===== config.mk =====
export PLATFORM = sky130hd
export DESIGN_NAME = jamma_input_scanner
export DESIGN_NICKNAME = d
export VERILOG_FILES = /design/src/rtl/jamma_input_scanner.sv
export SDC_FILE = /design/constraint.sdc
export NUM_CORES = 1
export LEC_CHECK = 0
export CAP_MARGIN = 5
export CORE_ASPECT_RATIO = 0.75
export CORE_UTILIZATION = 40
export DETAILED_ROUTE_END_ITERATION = 10
export GPL_TIMING_DRIVEN = 0
export PLACE_DENSITY_LB_ADDON = 0.3
export SYNTH_ARGS = -nofsm -noshare
export SYNTH_HDL_FRONTEND = slang
export SYNTH_SLANG_ARGS = --single-unit

===== constraint.sdc =====
create_clock -name pclk -period 3 [get_ports pclk]
set_input_delay 0.9 -clock pclk [delete_from_list [all_inputs] [get_ports pclk]]
set_output_delay 0.9 -clock pclk [all_outputs]
set_load 0.03 [all_outputs]

===== src/rtl/jamma_input_scanner.sv =====
// jamma_input_scanner
//
// Scans a time-multiplexed JAMMA-style button bus. Each player owns one
// slot. A slot is SETTLE idle cycles followed by one SAMPLE cycle. Every
// sampled word is debounced per player before it reaches joy_n. Raw coin
// switches are synchronised, and each falling edge is stretched into a
// fixed-length low pulse.
//
// Parameters
//   NPLAYERS    players on the shared bus (1..4)
//   WIDTH       bits per player word
//   SETTLE      idle cycles after a select change before sampling (0..15)
//   DEBOUNCE    consecutive identical samples needed to commit (1..15)
//   COIN_PULSE  coin output pulse length in cycles (1..255)
//   MERGE_LOCAL 1: the local joystick is ANDed into player 0
//
// Ports
//   pclk        clock, rising edge
//   reset_n     asynchronous active-low reset
//   bus_n       shared active-low button bus from the external mux
//   local_n     active-low local joystick
//   coin_n      active-low raw coin switches, one per player
//   sel         external mux select (current slot index)
//   joy_n       debounced active-low words, player p at [p*WIDTH +: WIDTH]
//   coin_out_n  stretched active-low coin pulses
//   scan_done   one-cycle pulse after the last player of a scan is sampled
//
// Slot FSM states
//   state      | meaning
//   ST_SETTLE  | mux select just changed, waiting for the bus to settle
//   ST_SAMPLE  | bus is valid for slot sel, sample and debounce this cycle
module jamma_input_scanner #(
    parameter int NPLAYERS    = 2,
    parameter int WIDTH       = 8,
    parameter int SETTLE      = 0,
    parameter int DEBOUNCE    = 3,
    parameter int COIN_PULSE  = 16,
    parameter int MERGE_LOCAL = 1,
    localparam int SEL_W      = (NPLAYERS > 1) ? $clog2(NPLAYERS) : 1
) (
    input  logic                      pclk,
    input  logic                      reset_n,
    input  logic [WIDTH-1:0]          bus_n,
    input  logic [WIDTH-1:0]          local_n,
    input  logic [NPLAYERS-1:0]       coin_n,
    output logic [SEL_W-1:0]          sel,
    output logic [NPLAYERS*WIDTH-1:0] joy_n,
    output logic [NPLAYERS-1:0]       coin_out_n,
    output logic                      scan_done
);

    typedef enum logic {
        ST_SETTLE = 1'b0,
        ST_SAMPLE = 1'b1
    } state_t;

    // With SETTLE=0 the settle state is never entered, so every slot is a
    // single SAMPLE cycle.
    localparam state_t          ST_FIRST    = (SETTLE > 0) ? ST_SETTLE : ST_SAMPLE;
    localparam logic [3:0]      SETTLE_LOAD = (SETTLE > 0) ? 4'(SETTLE - 1) : 4'd0;
    localparam logic [3:0]      DB_MAX      = 4'(DEBOUNCE - 1);
    localparam logic [SEL_W-1:0] LAST_SLOT  = SEL_W'(NPLAYERS - 1);
    localparam logic [7:0]      PULSE_LOAD  = 8'(COIN_PULSE - 1);

    // ------------------------------------------------------------------
    // Slot sequencing
    // ------------------------------------------------------------------
    state_t           state_q, state_d;
    logic [3:0]       settle_cnt_q, settle_cnt_d;
    logic [SEL_W-1:0] slot_q, slot_d;
    logic             sample_en;

    always_ff @(posedge pclk or negedge reset_n) begin
        if (!reset_n) begin
            state_q      <= ST_FIRST;
            settle_cnt_q <= SETTLE_LOAD;
            slot_q       <= '0;
        end else begin
            state_q      <= state_d;
            settle_cnt_q <= settle_cnt_d;
            slot_q       <= slot_d;
        end
    end

    always_comb begin
        state_d      = state_q;
        settle_cnt_d = settle_cnt_q;
        slot_d       = slot_q;
        sample_en    = 1'b0;
        case (state_q)
            ST_SETTLE: begin
                if (settle_cnt_q == 4'd0) begin
                    state_d = ST_SAMPLE;
                end else begin
                    settle_cnt_d = settle_cnt_q - 4'd1;
                end
            end
            ST_SAMPLE: begin
                sample_en    = 1'b1;
                state_d      = ST_FIRST;
                settle_cnt_d = SETTLE_LOAD;
                slot_d       = (slot_q == LAST_SLOT) ? '0 : slot_q + SEL_W'(1);
            end
        endcase
    end

    assign sel = slot_q;

    // ------------------------------------------------------------------
    // Sampling and per-player debounce
    // ------------------------------------------------------------------
    logic [WIDTH-1:0]          sample_w;
    logic [WIDTH-1:0]          last_q [NPLAYERS];
    logic [WIDTH-1:0]          last_d [NPLAYERS];
    logic [3:0]                cnt_q  [NPLAYERS];
    logic [3:0]                cnt_d  [NPLAYERS];
    logic [NPLAYERS*WIDTH-1:0] joy_q, joy_d;
    logic                      scan_done_q, scan_done_d;

    always_comb begin
        sample_w = bus_n;
        if (MERGE_LOCAL != 0 && slot_q == '0) begin
            sample_w = bus_n & local_n;
        end
    end

    // Only the player owning the current SAMPLE slot can change, so a
    // word is never committed outside its own slot.
    always_comb begin
        joy_d       = joy_q;
        scan_done_d = sample_en && (slot_q == LAST_SLOT);
        for (int p = 0; p < NPLAYERS; p++) begin
            last_d[p] = last_q[p];
            cnt_d[p]  = cnt_q[p];
            if (sample_en && slot_q == SEL_W'(p)) begin
                if (sample_w == last_q[p]) begin
                    cnt_d[p] = (cnt_q[p] >= DB_MAX) ? DB_MAX : cnt_q[p] + 4'd1;
                end else begin
                    last_d[p] = sample_w;
                    cnt_d[p]  = 4'd0;
                end
                // Once the run is long enough, every further matching
                // sample re-commits the same value, which is harmless.
                if (cnt_d[p] == DB_MAX) begin
                    joy_d[p*WIDTH +: WIDTH] = last_d[p];
                end
            end
        end
    end

    always_ff @(posedge pclk or negedge reset_n) begin
        if (!reset_n) begin
            joy_q       <= '1;
            scan_done_q <= 1'b0;
            for (int p = 0; p < NPLAYERS; p++) begin
                last_q[p] <= '1;
                cnt_q[p]  <= 4'd0;
            end
        end else begin
            joy_q       <= joy_d;
            scan_done_q <= scan_done_d;
            for (int p = 0; p < NPLAYERS; p++) begin
                last_q[p] <= last_d[p];
                cnt_q[p]  <= cnt_d[p];
            end
        end
    end

    assign joy_n     = joy_q;
    assign scan_done = scan_done_q;

    // ------------------------------------------------------------------
    // Coin synchronisers and pulse stretchers
    // ------------------------------------------------------------------
    logic [NPLAYERS-1:0] sync1_q, sync1_d;
    logic [NPLAYERS-1:0] sync2_q, sync2_d;
    logic [NPLAYERS-1:0] prev_q, prev_d;
    logic [NPLAYERS-1:0] coin_out_q, coin_out_d;
    logic [7:0]          pulse_cnt_q [NPLAYERS];
    logic [7:0]          pulse_cnt_d [NPLAYERS];
    logic [NPLAYERS-1:0] fall_w;

    // prev_q is the synchronised level one cycle earlier; it keeps
    // tracking during a pulse, so a coin held low cannot re-trigger.
    assign fall_w = prev_q & ~sync2_q;

    always_comb begin
        sync1_d    = coin_n;
        sync2_d    = sync1_q;
        prev_d     = sync2_q;
        coin_out_d = coin_out_q;
        for (int i = 0; i < NPLAYERS; i++) begin
            pulse_cnt_d[i] = pulse_cnt_q[i];
            if (!coin_out_q[i]) begin
                if (pulse_cnt_q[i] == 8'd0) begin
                    coin_out_d[i] = 1'b1;
                end else begin
                    pulse_cnt_d[i] = pulse_cnt_q[i] - 8'd1;
                end
            end else if (fall_w[i]) begin
                coin_out_d[i]  = 1'b0;
                pulse_cnt_d[i] = PULSE_LOAD;
            end
        end
    end

    always_ff @(posedge pclk or negedge reset_n) begin
        if (!reset_n) begin
            sync1_q    <= '1;
            sync2_q    <= '1;
            prev_q     <= '1;
            coin_out_q <= '1;
            for (int i = 0; i < NPLAYERS; i++) begin
                pulse_cnt_q[i] <= 8'd0;
            end
        end else begin
            sync1_q    <= sync1_d;
            sync2_q    <= sync2_d;
            prev_q     <= prev_d;
            coin_out_q <= coin_out_d;
            for (int i = 0; i < NPLAYERS; i++) begin
                pulse_cnt_q[i] <= pulse_cnt_d[i];
            end
        end
    end

    assign coin_out_n = coin_out_q;

endmodule


==> impl_metrics.json <==
{
  "postCtsSetupBuffers": 0,
  "syn_inst": 280,
  "io_buffers": 39,
  "nets": 360,
  "cts_buffers": 9,
  "yosys.cell_types.count": 46,
  "clkSinkCount": 71,
  "first_pass_iters": 6,
  "hold_violations": 0,
  "critPathRequiredTime_ns": 3.28,
  "die_h_um": 80.4,
  "crit_fanout": 8,
  "timing.hold.worst.class": "reg2reg",
  "endpoint_kind": "flip-flop",
  "critPathKind": "in2reg",
  "peakVddDrop_mv": 0.271,
  "synth-seq-cells": 71,
  "utilization_pct": 50.9,
  "path_depth": 6,
  "syn_area_per_cell_um2": 11.7,
  "drive_gt1_share_pct": 22.4,
  "num_vias": 2193,
  "via_per_inst": 4.98,
  "arrival_ns": 3.13,
  "clk_pin_slew_ns": 0.07,
  "setup_viol": 0,
  "async_reset_ff_share_pct": 100,
  "leakage_nw": 1.69,
  "drt_iter0_drc": 75,
  "ys_warn_count": 0,
  "boundaryPins": 40,
  "cts_buffer_depth": 2,
  "antenna_found_initial": 0,
  "hold_path_depth": 0,
  "grt_pass1_wl_um": 10600,
  "whs_ns": 0.356,
  "dp_hpwl_um": 4220,
  "setup_ws_ns": 0.144,
  "synth_enable_flop_cells": 0,
  "avgRoutedWirePerCell_um": 14.1,
  "die_area_mm2": 0.00856,
  "start_util_pct": 41.4,
  "worstMarginPinSlew_ns": 0.871,
  "die_w_um": 106,
  "rsz0062_at_grt": "no",
  "crit_path_start_kind": "input port",
  "max_slew_margin_pct": 41.9,
  "synth_fp_nets": 310,
  "drc": 0,
  "grt_pass1_vias": 2224,
  "critical_path.top_delay_family": "compound AO/OA/AOI/OAI gates",
  "holdPathEnd": "prev_d[0]",
  "overflow": 0,
  "fmax_mhz": 350,
  "hp-start": "sync1_q[0]",
  "grt_max_degree": 72,
  "status": "finished clean",
  "drv_cap": 0,
  "cp_num_buf_inv": 1,
  "yosysSeqAreaShare_pct": 55.8,
  "synth_ff_type": "dfstp_2",
  "grtUsageTotal_pct": 16.5,
  "reg2reg_depth": 5,
  "finalSetupTns_ns": 0,
  "routabilityCongestion": 0.776,
  "cts_hold_buffers": 0,
  "critPathMaxStageDelay_ns": 0.67,
  "cp_slowest_cell": "a2111oi_4",
  "fin_skew_ns": 0.00762,
  "n_antenna_cell": 0,
  "cts_tree": "done",
  "power_mw": 2.59,
  "period_share_pct": 95.2,
  "r2r_start": "sel",
  "routed_wl_um": 6190,
  "report.final.slew_viol_count": 0,
  "clkLatencyLatePin_ns": 0.35,
  "cts_resized": 0,
  "area_delta_synth_final_pct": 23.2,
  "fin_crit_ns": 2.86,
  "clk_root_buffer_cell": "clkbuf_8",
  "cp_cell_sequence": "clkdlybuf4s50_1 > o21a_1 > xnor2_1 > nand4_1 > a2111oi_4 > mux2_2",
  "syn_area_mm2": 0.00327,
  "p_per_area_mw_per_mm2": 641,
  "coreArea_mm2": 0.00792,
  "antenna_left": 0,
  "rows": 28,
  "dp_slack_ns": -0.278,
  "reg2reg_slack_ns": 0.53,
  "cts_max_level": 3,
  "r2r-end": "joy_n[11]"
}
per-layer routing:
layer  GRT usage (%)  routed length [um]
met2            24.3                2650
met5               0                   0
met1            22.0                3160
met3            6.66                 296
met4            5.89                  83
layout make-up:
type | count | area, um^2
multi-input cells | 191 | 1370
inverters | 12 | 45.0
repair buffers | 39 | 388
flip-flops and latches | 71 | 1830
clock inverters | 5 | 77.6
clock buffers | 11 | 163
plain buffers | 6 | 30.0
well taps | 105 | 131
fillers | 732 | 3880
stage by stage:
step,area (um^2),std cells
floorplan,3270,280
global placement,3800,424
detailed placement,3790,424
CTS,4030,440
global route,4030,440
finish,4030,440
cells in the final DEF (no fill, tap or decap), types with 5 or more instances in the layout:
master,synthesis,routed
xor2_1,5,5
xnor2_1,18,18
nor2_1,10,10
nand2_1,31,31
nor3_1,7,7
a21oi_1,7,7
dfstp_2,41,41
o21ai_0,27,27
and2_1,5,5
clkbuf_1,5,5
ha_1,10,10
inv_1,12,12
clkdlybuf4s50_1,0,38
mux2_1,8,8
mux2_2,8,8
mux2i_1,6,6
o21a_1,5,5
dfrtp_1,30,30
clkbuf_8,0,10
how the worst max path moves through the flow:
| stage | slack (ns) | from | to |
|---|---|---|---|
| 2_1_floorplan | 0.62 | local_n[4] | joy_n[10] |
| 3_3_place_gp | -1.39 | reset_n | settle_cnt_q[1] |
| 3_5_place_dp | -0.28 | bus_n[5] | joy_n[11] |
| 4_1_cts | 0.1 | bus_n[5] | joy_n[11] |
| 5_1_grt | 0.03 | local_n[6] | joy_n[9] |
| 6_report | 0.14 | local_n[6] | joy_n[11] |
state kept, by name (all words and copies together), names as in the netlist:
name / flops
state_q: 1
prev_q: 2
scan_done: 1
pulse_cnt_q: 16
coin_out_n: 2
last_q: 16
cnt_q: 8
prev_d: 2
sel: 1
sync1_q: 2
settle_cnt_q: 4
joy_n: 16
cell usage after synthesis, drive strengths merged, types with 2 or more instances:
| cell | count | area [um^2] |
|---|---|---|
| o41ai | 2 | 17.5 |
| a21oi | 7 | 35.0 |
| clkbuf | 5 | 18.8 |
| nor3b | 2 | 15.0 |
| nor2 | 10 | 37.5 |
| o21a | 8 | 82.6 |
| and2 | 5 | 31.3 |
| a22o | 2 | 17.5 |
| nor3 | 8 | 51.3 |
| nand3b | 2 | 15.0 |
| dfstp | 41 | 1080 |
| xnor2 | 18 | 158 |
| or3 | 2 | 12.5 |
| mux2 | 16 | 180 |
| o21ai | 27 | 135 |
| dfrtp | 30 | 751 |
| nand2 | 31 | 116 |
| nand3 | 3 | 15.0 |
| nand4 | 5 | 37.5 |
| mux2i | 6 | 60.1 |
| xor2 | 5 | 43.8 |
| and3 | 3 | 18.8 |
| ha | 10 | 125 |
| nor4 | 3 | 18.8 |
| inv | 12 | 45.0 |
worst register-to-register path, stage by stage, from the launching register on:
cell and delay (ns):
dfrtp_1 0.37, buf_6 0.16, clkbuf_1 0.42, nand2_1 0.25, a2111oi_4 0.78, mux2_2 0.42
where the power goes:
| group | internal, mW | total, mW | switching, mW |
|---|---|---|---|
| sequential | 1.11 | 1.22 | 0.113 |
| clock | 0.538 | 0.897 | 0.359 |
| combinational | 0.204 | 0.464 | 0.260 |
cells by family (layout without fill, tap and decap cells):
group	Yosys count	in the layout	share of synthesized area, %
adders and majority gates	10	10	3.82
muxes	22	22	7.34
AOI/OAI and AO/OA	56	56	12.0
xor gates and xnor gates	23	23	6.15
and+or+nand+nor	80	80	12.6
DFF	71	71	55.8
buffers and inverters	18	73	2.29
(Power assumes the default switching activity.)
